===== config.mk =====
export PLATFORM = sky130hd
export DESIGN_NAME = sprite_draw_scheduler_flat
export DESIGN_NICKNAME = d
export VERILOG_FILES = /design/src/rtl/sprite_draw_scheduler_pkg.sv /design/src/rtl/sprite_draw_scheduler_if.sv /design/src/rtl/sprite_draw_scheduler_fifo.sv /design/src/rtl/sprite_draw_scheduler.sv /design/src/flat_wrapper.sv
export SDC_FILE = /design/constraint.sdc
export NUM_CORES = 2
export LEC_CHECK = 0
export CORE_ASPECT_RATIO = 1.25
export CORE_MARGIN = 10
export CORE_UTILIZATION = 60
export DETAILED_ROUTE_END_ITERATION = 6
export GPL_TIMING_DRIVEN = 0
export PLACE_DENSITY_LB_ADDON = 0.08
export SLEW_MARGIN = 5
export SYNTH_ARGS = -nofsm -noshare
export SYNTH_HDL_FRONTEND = slang
export SYNTH_SLANG_ARGS = --single-unit

===== constraint.sdc =====
create_clock -name clk_i -period 42.1 [get_ports clk_i]
set_input_delay 8.42 -clock clk_i [delete_from_list [all_inputs] [get_ports clk_i]]
set_output_delay 8.42 -clock clk_i [all_outputs]
set_load 0.05 [all_outputs]

===== src/rtl/sprite_draw_scheduler_pkg.sv =====
// Sprite draw scheduler shared definitions.
// Holds the queued descriptor layout, the scheduler state encoding and the
// default queue depth used by the interface, the queue and the top level.
package sprite_sched_pkg;

  localparam int DEPTH_DEFAULT = 16;

  // One sprite as captured from the PIO (112 bits).
  typedef struct packed {
    logic [15:0] id;
    logic [15:0] x;
    logic [15:0] y;
    logic [15:0] width;
    logic [15:0] height;
    logic [31:0] address;
  } sprite_desc_t;

  typedef enum logic [1:0] {
    ST_IDLE      = 2'd0,
    ST_ISSUE     = 2'd1,
    ST_WAIT_DONE = 2'd2
  } sched_state_t;

  // Saturating 8-bit increment for the missed-swap counter.
  function automatic logic [7:0] sat_inc8(input logic [7:0] value);
    return (value == 8'hFF) ? value : value + 8'd1;
  endfunction

endpackage


===== src/rtl/sprite_draw_scheduler_if.sv =====
// Sprite draw scheduler bus.
// Groups the PIO descriptor inputs, VGA vsync, the sprite controller
// handshake and the status outputs.
//   master : drives pio_*, vga_vs, done_draw; observes everything else
//   slave  : the scheduler itself
interface sprite_draw_scheduler_if #(
  parameter int DEPTH = sprite_sched_pkg::DEPTH_DEFAULT
);
  import sprite_sched_pkg::*;

  localparam int CW = $clog2(DEPTH) + 1;

  logic [15:0]   pio_sprite_id;
  logic [15:0]   pio_x;
  logic [15:0]   pio_y;
  logic [15:0]   pio_width;
  logic [15:0]   pio_height;
  logic [31:0]   pio_address;
  logic          vga_vs;
  logic          done_draw;

  logic          draw_sprite;
  logic [15:0]   sprite_id;
  logic [15:0]   sprite_x;
  logic [15:0]   sprite_y;
  logic [15:0]   sprite_width;
  logic [15:0]   sprite_height;
  logic [31:0]   sprite_address;
  logic          swap_frame;
  logic [CW-1:0] queue_count;
  logic          overflow;
  logic [7:0]    missed_swaps;

  modport master (
    output pio_sprite_id, pio_x, pio_y, pio_width, pio_height, pio_address,
    output vga_vs, done_draw,
    input  draw_sprite, sprite_id, sprite_x, sprite_y, sprite_width,
    input  sprite_height, sprite_address, swap_frame, queue_count,
    input  overflow, missed_swaps
  );

  modport slave (
    input  pio_sprite_id, pio_x, pio_y, pio_width, pio_height, pio_address,
    input  vga_vs, done_draw,
    output draw_sprite, sprite_id, sprite_x, sprite_y, sprite_width,
    output sprite_height, sprite_address, swap_frame, queue_count,
    output overflow, missed_swaps
  );

endinterface


===== src/rtl/sprite_draw_scheduler_fifo.sv =====
// Sprite descriptor queue: single-clock FIFO with a registered head output.
// Ports:
//   clk_i, rst_ni  clock and asynchronous active-low reset
//   push_i/wdata_i write a descriptor (ignored when full)
//   pop_i          load the head into rdata_o (ignored when empty)
//   rdata_o        registered last-popped descriptor
//   count_o        number of stored descriptors
//   full_o/empty_o occupancy flags
module sprite_desc_fifo
  import sprite_sched_pkg::*;
#(
  parameter int DEPTH = DEPTH_DEFAULT
) (
  input  logic                   clk_i,
  input  logic                   rst_ni,
  input  logic                   push_i,
  input  sprite_desc_t           wdata_i,
  input  logic                   pop_i,
  output sprite_desc_t           rdata_o,
  output logic [$clog2(DEPTH):0] count_o,
  output logic                   full_o,
  output logic                   empty_o
);

  localparam int AW = $clog2(DEPTH);
  localparam logic [AW:0] FULL_COUNT = (AW + 1)'(DEPTH);

  sprite_desc_t mem_q [DEPTH];
  sprite_desc_t rdata_q;
  logic [AW-1:0] wr_ptr_q;
  logic [AW-1:0] rd_ptr_q;
  logic [AW:0]   count_q;
  logic          do_push;
  logic          do_pop;

  assign full_o  = (count_q == FULL_COUNT);
  assign empty_o = (count_q == '0);
  assign do_push = push_i && !full_o;
  assign do_pop  = pop_i && !empty_o;

  // Pointers wrap naturally because DEPTH is a power of two.
  always_ff @(posedge clk_i or negedge rst_ni) begin
    if (!rst_ni) begin
      wr_ptr_q <= '0;
      rd_ptr_q <= '0;
      count_q  <= '0;
      rdata_q  <= '0;
    end else begin
      if (do_push) begin
        wr_ptr_q <= wr_ptr_q + 1'b1;
      end
      if (do_pop) begin
        rd_ptr_q <= rd_ptr_q + 1'b1;
        rdata_q  <= mem_q[rd_ptr_q];
      end
      case ({do_push, do_pop})
        2'b10:   count_q <= count_q + 1'b1;
        2'b01:   count_q <= count_q - 1'b1;
        default: count_q <= count_q;
      endcase
    end
  end

  // Storage needs no reset; the pointers define what is valid.
  always_ff @(posedge clk_i) begin
    if (do_push) begin
      mem_q[wr_ptr_q] <= wdata_i;
    end
  end

  assign rdata_o = rdata_q;
  assign count_o = count_q;

endmodule


===== src/rtl/sprite_draw_scheduler.sv =====
// Sprite draw scheduler.
// Captures sprite descriptors from the Nios PIO whenever the sprite id
// changes, queues them, and hands them one at a time to the sprite
// controller. On each vsync falling edge the frame buffer is swapped only if
// nothing is queued or in flight; otherwise the swap is counted as missed.
// Ports:
//   clk_i  system clock
//   rst_ni asynchronous active-low reset
//   bus    sprite_draw_scheduler_if.slave (PIO, vsync, controller, status)
module sprite_draw_scheduler
  import sprite_sched_pkg::*;
#(
  parameter int DEPTH = DEPTH_DEFAULT
) (
  input logic                    clk_i,
  input logic                    rst_ni,
  sprite_draw_scheduler_if.slave bus
);

  localparam int AW = $clog2(DEPTH);

  sched_state_t  state_q, state_d;
  logic [15:0]   last_id_q;
  logic          push;
  logic          pop;
  sprite_desc_t  push_desc;
  sprite_desc_t  head_desc;
  logic [AW:0]   fifo_count;
  logic          fifo_full;
  logic          fifo_empty;
  logic          issued_q;
  logic          draw_q;
  logic          swap_q, swap_d;
  logic          overflow_q;
  logic [7:0]    missed_q, missed_d;
  logic          vs_s1_q, vs_s2_q, vs_s3_q;
  logic          vs_fall_q;

  assign push = (bus.pio_sprite_id != last_id_q);
  assign push_desc = '{id:      bus.pio_sprite_id,
                       x:       bus.pio_x,
                       y:       bus.pio_y,
                       width:   bus.pio_width,
                       height:  bus.pio_height,
                       address: bus.pio_address};

  sprite_desc_fifo #(.DEPTH(DEPTH)) u_fifo (
    .clk_i   (clk_i),
    .rst_ni  (rst_ni),
    .push_i  (push),
    .wdata_i (push_desc),
    .pop_i   (pop),
    .rdata_o (head_desc),
    .count_o (fifo_count),
    .full_o  (fifo_full),
    .empty_o (fifo_empty)
  );

  // IDLE looks at the registered count, so a descriptor pushed this cycle
  // is issued no earlier than the next one.
  always_comb begin
    state_d = state_q;
    pop     = 1'b0;
    unique case (state_q)
      ST_IDLE: begin
        if (!fifo_empty) state_d = ST_ISSUE;
      end
      ST_ISSUE: begin
        pop     = 1'b1;
        state_d = ST_WAIT_DONE;
      end
      ST_WAIT_DONE: begin
        if (bus.done_draw) state_d = ST_IDLE;
      end
      default: state_d = ST_IDLE;
    endcase
  end

  // Swap decision uses the registered state and count, i.e. the view from
  // before any push or issue happening in the same cycle.
  always_comb begin
    swap_d   = 1'b0;
    missed_d = missed_q;
    if (vs_fall_q) begin
      if (state_q == ST_IDLE && fifo_empty) swap_d = 1'b1;
      else                                  missed_d = sat_inc8(missed_q);
    end
  end

  // The head register fills at the end of ISSUE; draw_sprite follows one
  // cycle later so the controller always sees a stable descriptor.
  always_ff @(posedge clk_i or negedge rst_ni) begin
    if (!rst_ni) begin
      state_q    <= ST_IDLE;
      last_id_q  <= 16'h0000;
      issued_q   <= 1'b0;
      draw_q     <= 1'b0;
      swap_q     <= 1'b0;
      overflow_q <= 1'b0;
      missed_q   <= 8'd0;
      vs_s1_q    <= 1'b1;
      vs_s2_q    <= 1'b1;
      vs_s3_q    <= 1'b1;
      vs_fall_q  <= 1'b0;
    end else begin
      state_q  <= state_d;
      issued_q <= (state_q == ST_ISSUE);
      draw_q   <= issued_q;
      swap_q   <= swap_d;
      missed_q <= missed_d;
      if (push) begin
        last_id_q <= bus.pio_sprite_id;
        if (fifo_full) overflow_q <= 1'b1;
      end
      vs_s1_q   <= bus.vga_vs;
      vs_s2_q   <= vs_s1_q;
      vs_s3_q   <= vs_s2_q;
      vs_fall_q <= vs_s3_q & ~vs_s2_q;
    end
  end

  assign bus.draw_sprite    = draw_q;
  assign bus.sprite_id      = head_desc.id;
  assign bus.sprite_x       = head_desc.x;
  assign bus.sprite_y       = head_desc.y;
  assign bus.sprite_width   = head_desc.width;
  assign bus.sprite_height  = head_desc.height;
  assign bus.sprite_address = head_desc.address;
  assign bus.swap_frame     = swap_q;
  assign bus.queue_count    = fifo_count;
  assign bus.overflow       = overflow_q;
  assign bus.missed_swaps   = missed_q;

endmodule


===== src/flat_wrapper.sv =====
// flat-port wrapper written by rule: the top's interface ports become plain ports
module sprite_draw_scheduler_flat import sprite_sched_pkg::*;
#(
  parameter int DEPTH = DEPTH_DEFAULT
)
  (clk_i, rst_ni, bus_pio_sprite_id, bus_pio_x, bus_pio_y, bus_pio_width, bus_pio_height, bus_pio_address, bus_vga_vs, bus_done_draw, bus_draw_sprite, bus_sprite_id, bus_sprite_x, bus_sprite_y, bus_sprite_width, bus_sprite_height, bus_sprite_address, bus_swap_frame, bus_queue_count, bus_overflow, bus_missed_swaps);
  sprite_draw_scheduler_if #(.DEPTH(DEPTH)) bus_i ();
  input logic clk_i;
  input logic rst_ni;
  input wire logic [$bits(bus_i.pio_sprite_id)-1:0] bus_pio_sprite_id;
  input wire logic [$bits(bus_i.pio_x)-1:0] bus_pio_x;
  input wire logic [$bits(bus_i.pio_y)-1:0] bus_pio_y;
  input wire logic [$bits(bus_i.pio_width)-1:0] bus_pio_width;
  input wire logic [$bits(bus_i.pio_height)-1:0] bus_pio_height;
  input wire logic [$bits(bus_i.pio_address)-1:0] bus_pio_address;
  input wire logic [$bits(bus_i.vga_vs)-1:0] bus_vga_vs;
  input wire logic [$bits(bus_i.done_draw)-1:0] bus_done_draw;
  output wire logic [$bits(bus_i.draw_sprite)-1:0] bus_draw_sprite;
  output wire logic [$bits(bus_i.sprite_id)-1:0] bus_sprite_id;
  output wire logic [$bits(bus_i.sprite_x)-1:0] bus_sprite_x;
  output wire logic [$bits(bus_i.sprite_y)-1:0] bus_sprite_y;
  output wire logic [$bits(bus_i.sprite_width)-1:0] bus_sprite_width;
  output wire logic [$bits(bus_i.sprite_height)-1:0] bus_sprite_height;
  output wire logic [$bits(bus_i.sprite_address)-1:0] bus_sprite_address;
  output wire logic [$bits(bus_i.swap_frame)-1:0] bus_swap_frame;
  output wire logic [$bits(bus_i.queue_count)-1:0] bus_queue_count;
  output wire logic [$bits(bus_i.overflow)-1:0] bus_overflow;
  output wire logic [$bits(bus_i.missed_swaps)-1:0] bus_missed_swaps;
  assign bus_i.pio_sprite_id = bus_pio_sprite_id;
  assign bus_i.pio_x = bus_pio_x;
  assign bus_i.pio_y = bus_pio_y;
  assign bus_i.pio_width = bus_pio_width;
  assign bus_i.pio_height = bus_pio_height;
  assign bus_i.pio_address = bus_pio_address;
  assign bus_i.vga_vs = bus_vga_vs;
  assign bus_i.done_draw = bus_done_draw;
  assign bus_draw_sprite = bus_i.draw_sprite;
  assign bus_sprite_id = bus_i.sprite_id;
  assign bus_sprite_x = bus_i.sprite_x;
  assign bus_sprite_y = bus_i.sprite_y;
  assign bus_sprite_width = bus_i.sprite_width;
  assign bus_sprite_height = bus_i.sprite_height;
  assign bus_sprite_address = bus_i.sprite_address;
  assign bus_swap_frame = bus_i.swap_frame;
  assign bus_queue_count = bus_i.queue_count;
  assign bus_overflow = bus_i.overflow;
  assign bus_missed_swaps = bus_i.missed_swaps;
  sprite_draw_scheduler #(.DEPTH(DEPTH)) u_core (.clk_i(clk_i), .rst_ni(rst_ni), .bus(bus_i));
endmodule

==> impl_metrics.ini <==
[timing]
slew_headroom_pct = 5.376
slew_violations = 0
setup_viol_count_final = 0
skew_ps = 27.16
finalSetupTns_ps = 0
fin_ws_ps = 28970
tightestPinTransition_ps = 1419
whs_ps = 355.5
rsz0062_at_grt = no
fmax_ghz = 0.07617
finalCritPeriodShare_pct = 31.18
hold_viol_final = 0
fin_crit_ps = 13130

[critical_path]
cp-start-kind = input pin
ff2ff_path_depth = 14
r2r_end = u_core.u_fifo.count_o[4]$_DFFE_PN0P_
slowest_delay_ps = 930
required_ps = 42800
r2r_start = u_core.last_id_q[2]$_DFFE_PN0P_
crit_chain = clkdlybuf4s50_1 > xor2_1 > nor4_1 > nand4_1 > nand2_1 > clkbuf_1 > ha_1 > clkbuf_1 > xor2_1 > ha_1 > a21boi_0 > o221ai_1 > a21o_1 > a21oi_1 > xor2_1
crit_slowest_cell = clkbuf_1
reg2reg_slack_ps = 37120
cp-end-kind = register
critPathKind = input pin to register
startpoint = bus_pio_sprite_id[10]
cpMostUsedCell = xor2_1
critPathMaxFanout = 18
cp.arrival_ps = 13830

[final_layout]
fin_cells = 5538
fin_util_pct = 70.92
syn_to_final_growth_pct = 17.32
nNetsFinal = 3912
design_area_um2 = 86290
drive_gt1_share_pct = 25.81
multi_input_area_um2 = 15040
fillers = 7175
seqCellArea_um2 = 57790

[logic_synthesis]
ys_seq_area_share_pct = 78.58
synthTopCellsByArea = edfxtp_1, mux4_2, dfrtp_1
avgSynthCellArea_um2 = 23.19
synth_edf_count = 1792
syn-cell-area_um2 = 73550
ys.warnings.count = 0
synth_top_area_cell = edfxtp_1
syn_nets = 3298
ys.flop_type = edfxtp_1
synthDistinctLibCells = 40
synth_top_area_share_pct = 73.16
synth-async-reset-ratio_pct = 8.150
syn_inst = 3172
ys_ff_latch = 1951

[min_path]
min_path_type = register to register
hold_path.startpoint = u_core.vs_s1_q$_DFF_PN1_
hold_depth = 0
hold_end = u_core.vs_s2_q$_DFF_PN1_

[routing]
drt-total-wl_um = 179800
first_pass_iters = 5
avgRoutedWirePerCell_um = 32.47
vias_per_cell = 6.410
vias = 35500
drc = 0
initialDrtViolationCount = 3738
ant_nets = 0

[placement]
place_inst = 5201
place_ws_ps = 28290
io_buffers = 243
gp_congestion = 0.7494
dp_hpwl_um = 118500
place_area_um2 = 80390

[global_route]
grt-ovfl-total = 0
grtUsageMet3_pct = 6.710
grt_use_met1_pct = 33.40
antenna_found_initial = 28
grt_pass1_wl_um = 260900
gr-usage-met2_pct = 44.89
first_global_vias = 37370
grt_max_degree = 85
gr-usage-all-layers_pct = 26.59
top_usage_layer = met2

[power]
power_mw = 6.463
p_per_area_nw_per_um2 = 74.89
power.leakage_nw = 28.29
vdd.ir_drop.worst_uv = 49.45

[die]
row_count = 143
dieArea_um2 = 137100
core_area_um2 = 121700
die_w_um = 333.2
initial_core_util_pct = 60.45
io_pins = 244
die_h_um = 411.5

[clock_network]
clockBufferDepth = 3
numCtsBuffers = 178
cts_sinks = 1951
cts_htree_levels = 4
cts_setup_buffers = 0
postCtsHoldBufs = 0
path_clk_slew_ps = 60
post_cts_resized = 0
cts_tree = done
worstSkewPairLatency_ps = 800
cts_root_buffer = clkbuf_16

[status]
status = finished, final reports clean

[run]
maxCapViolCount = 0
-- worst max-delay path: cells and delay by family --
kind / cells / cell delay, ps
adder cells (fa/ha/maj): 2 / 530
buffers and inverters: 3 / 2080
AO/OA/AOI/OAI: 4 / 800
AND/OR/NAND/NOR: 3 / 1350
XOR/XNOR: 3 / 660
-- where the power goes --
| group | internal (mW) | total [mW] | leakage [nW] | switching [mW] |
|---|---|---|---|---|
| combinational | 0.880 | 2.18 | 7.35 | 1.30 |
| sequential | 2.53 | 2.66 | 18.1 | 0.129 |
| clock | 0.939 | 1.62 | 2.88 | 0.683 |
-- Yosys cell counts, drive strengths merged, types with 4 or more instances --
cell,instances
edfxtp,1792
mux4,448
mux2i,224
dfrtp,156
nor2,126
clkbuf,119
a221oi,112
buf,67
xor2,25
nand2,12
nand3,11
ha,10
xnor2,10
nor3,6
nor4,6
inv,5
nand3b,5
nor4b,4
o21ai,4
-- placed cells by master, fill, tap and decap left out, types with 17 or more instances in the layout --
cell type        instances
clkinv_2                29
dfrtp_1                156
buf_4                  115
clkdlybuf4s50_1        242
mux4_2                 448
edfxtp_1              1792
a221oi_1                72
bufinv_16               17
buf_2                   48
buf_12                  39
clkbuf_1               166
a221oi_2                40
clkbuf_16              186
xor2_1                  25
nor2_1                 117
mux2i_1                224
clkinv_1                26
buf_6                   26
-- layer usage --
layer / vias up / wire [um]
met1: 18780 / 65260
met4: 30 / 6047
met2: 1707 / 92670
li1: 14630 / -
met5: - / 194
met3: 358 / 15620
-- layout make-up --
| class | count | share of cell area [%] |
|---|---|---|
| timing repair buffer | 434 | 5.492 |
| multi-input combinational | 1030 | 17.43 |
| sequential | 1951 | 66.98 |
| clock buffer | 249 | 5.842 |
| tap | 1595 | 2.313 |
| inverter | 5 | 0.02175 |
| antenna | 7 | 0.02030 |
| buffer | 186 | 0.9309 |
| clock inverter | 81 | 0.9700 |
-- worst max path at each step --
stage                                      endpoint  slack, ps  cells past startpoint
2_1_floorplan   u_core.u_fifo.mem_q[0][0]$_DFFE_PP_      20760                      5
3_3_place_gp   u_core.u_fifo.mem_q[3][75]$_DFFE_PP_       5430                      6
3_5_place_dp   u_core.u_fifo.count_o[4]$_DFFE_PN0P_      28290                     15
4_1_cts        u_core.u_fifo.count_o[4]$_DFFE_PN0P_      29110                     15
5_1_grt        u_core.u_fifo.count_o[4]$_DFFE_PN0P_      28660                     15
6_report       u_core.u_fifo.count_o[4]$_DFFE_PN0P_      28970                     15
-- sequential cells by signal (all words and copies together), names as in the netlist, 2 cells and up --
name / count
u_core.u_fifo.rd_ptr_q: 4
u_core.bus.missed_swaps: 8
u_core.u_fifo.count_o: 5
u_core.u_fifo.mem_q: 1792
u_core.state_q: 2
u_core.last_id_q: 16
u_core.u_fifo.wr_ptr_q: 4
u_core.u_fifo.rdata_o: 112
-- kinds of logic after synthesis --
family	count (synthesis)	share of synthesized area, %
mux	675	16.81
compound gates	126	1.813
fa+ha+maj	10	0.1701
simple gates	184	1.096
buf+inv	191	1.116
flops	1951	78.58
xor+xnor	35	0.4168
Note: power is estimated with default switching activity, not from simulation.
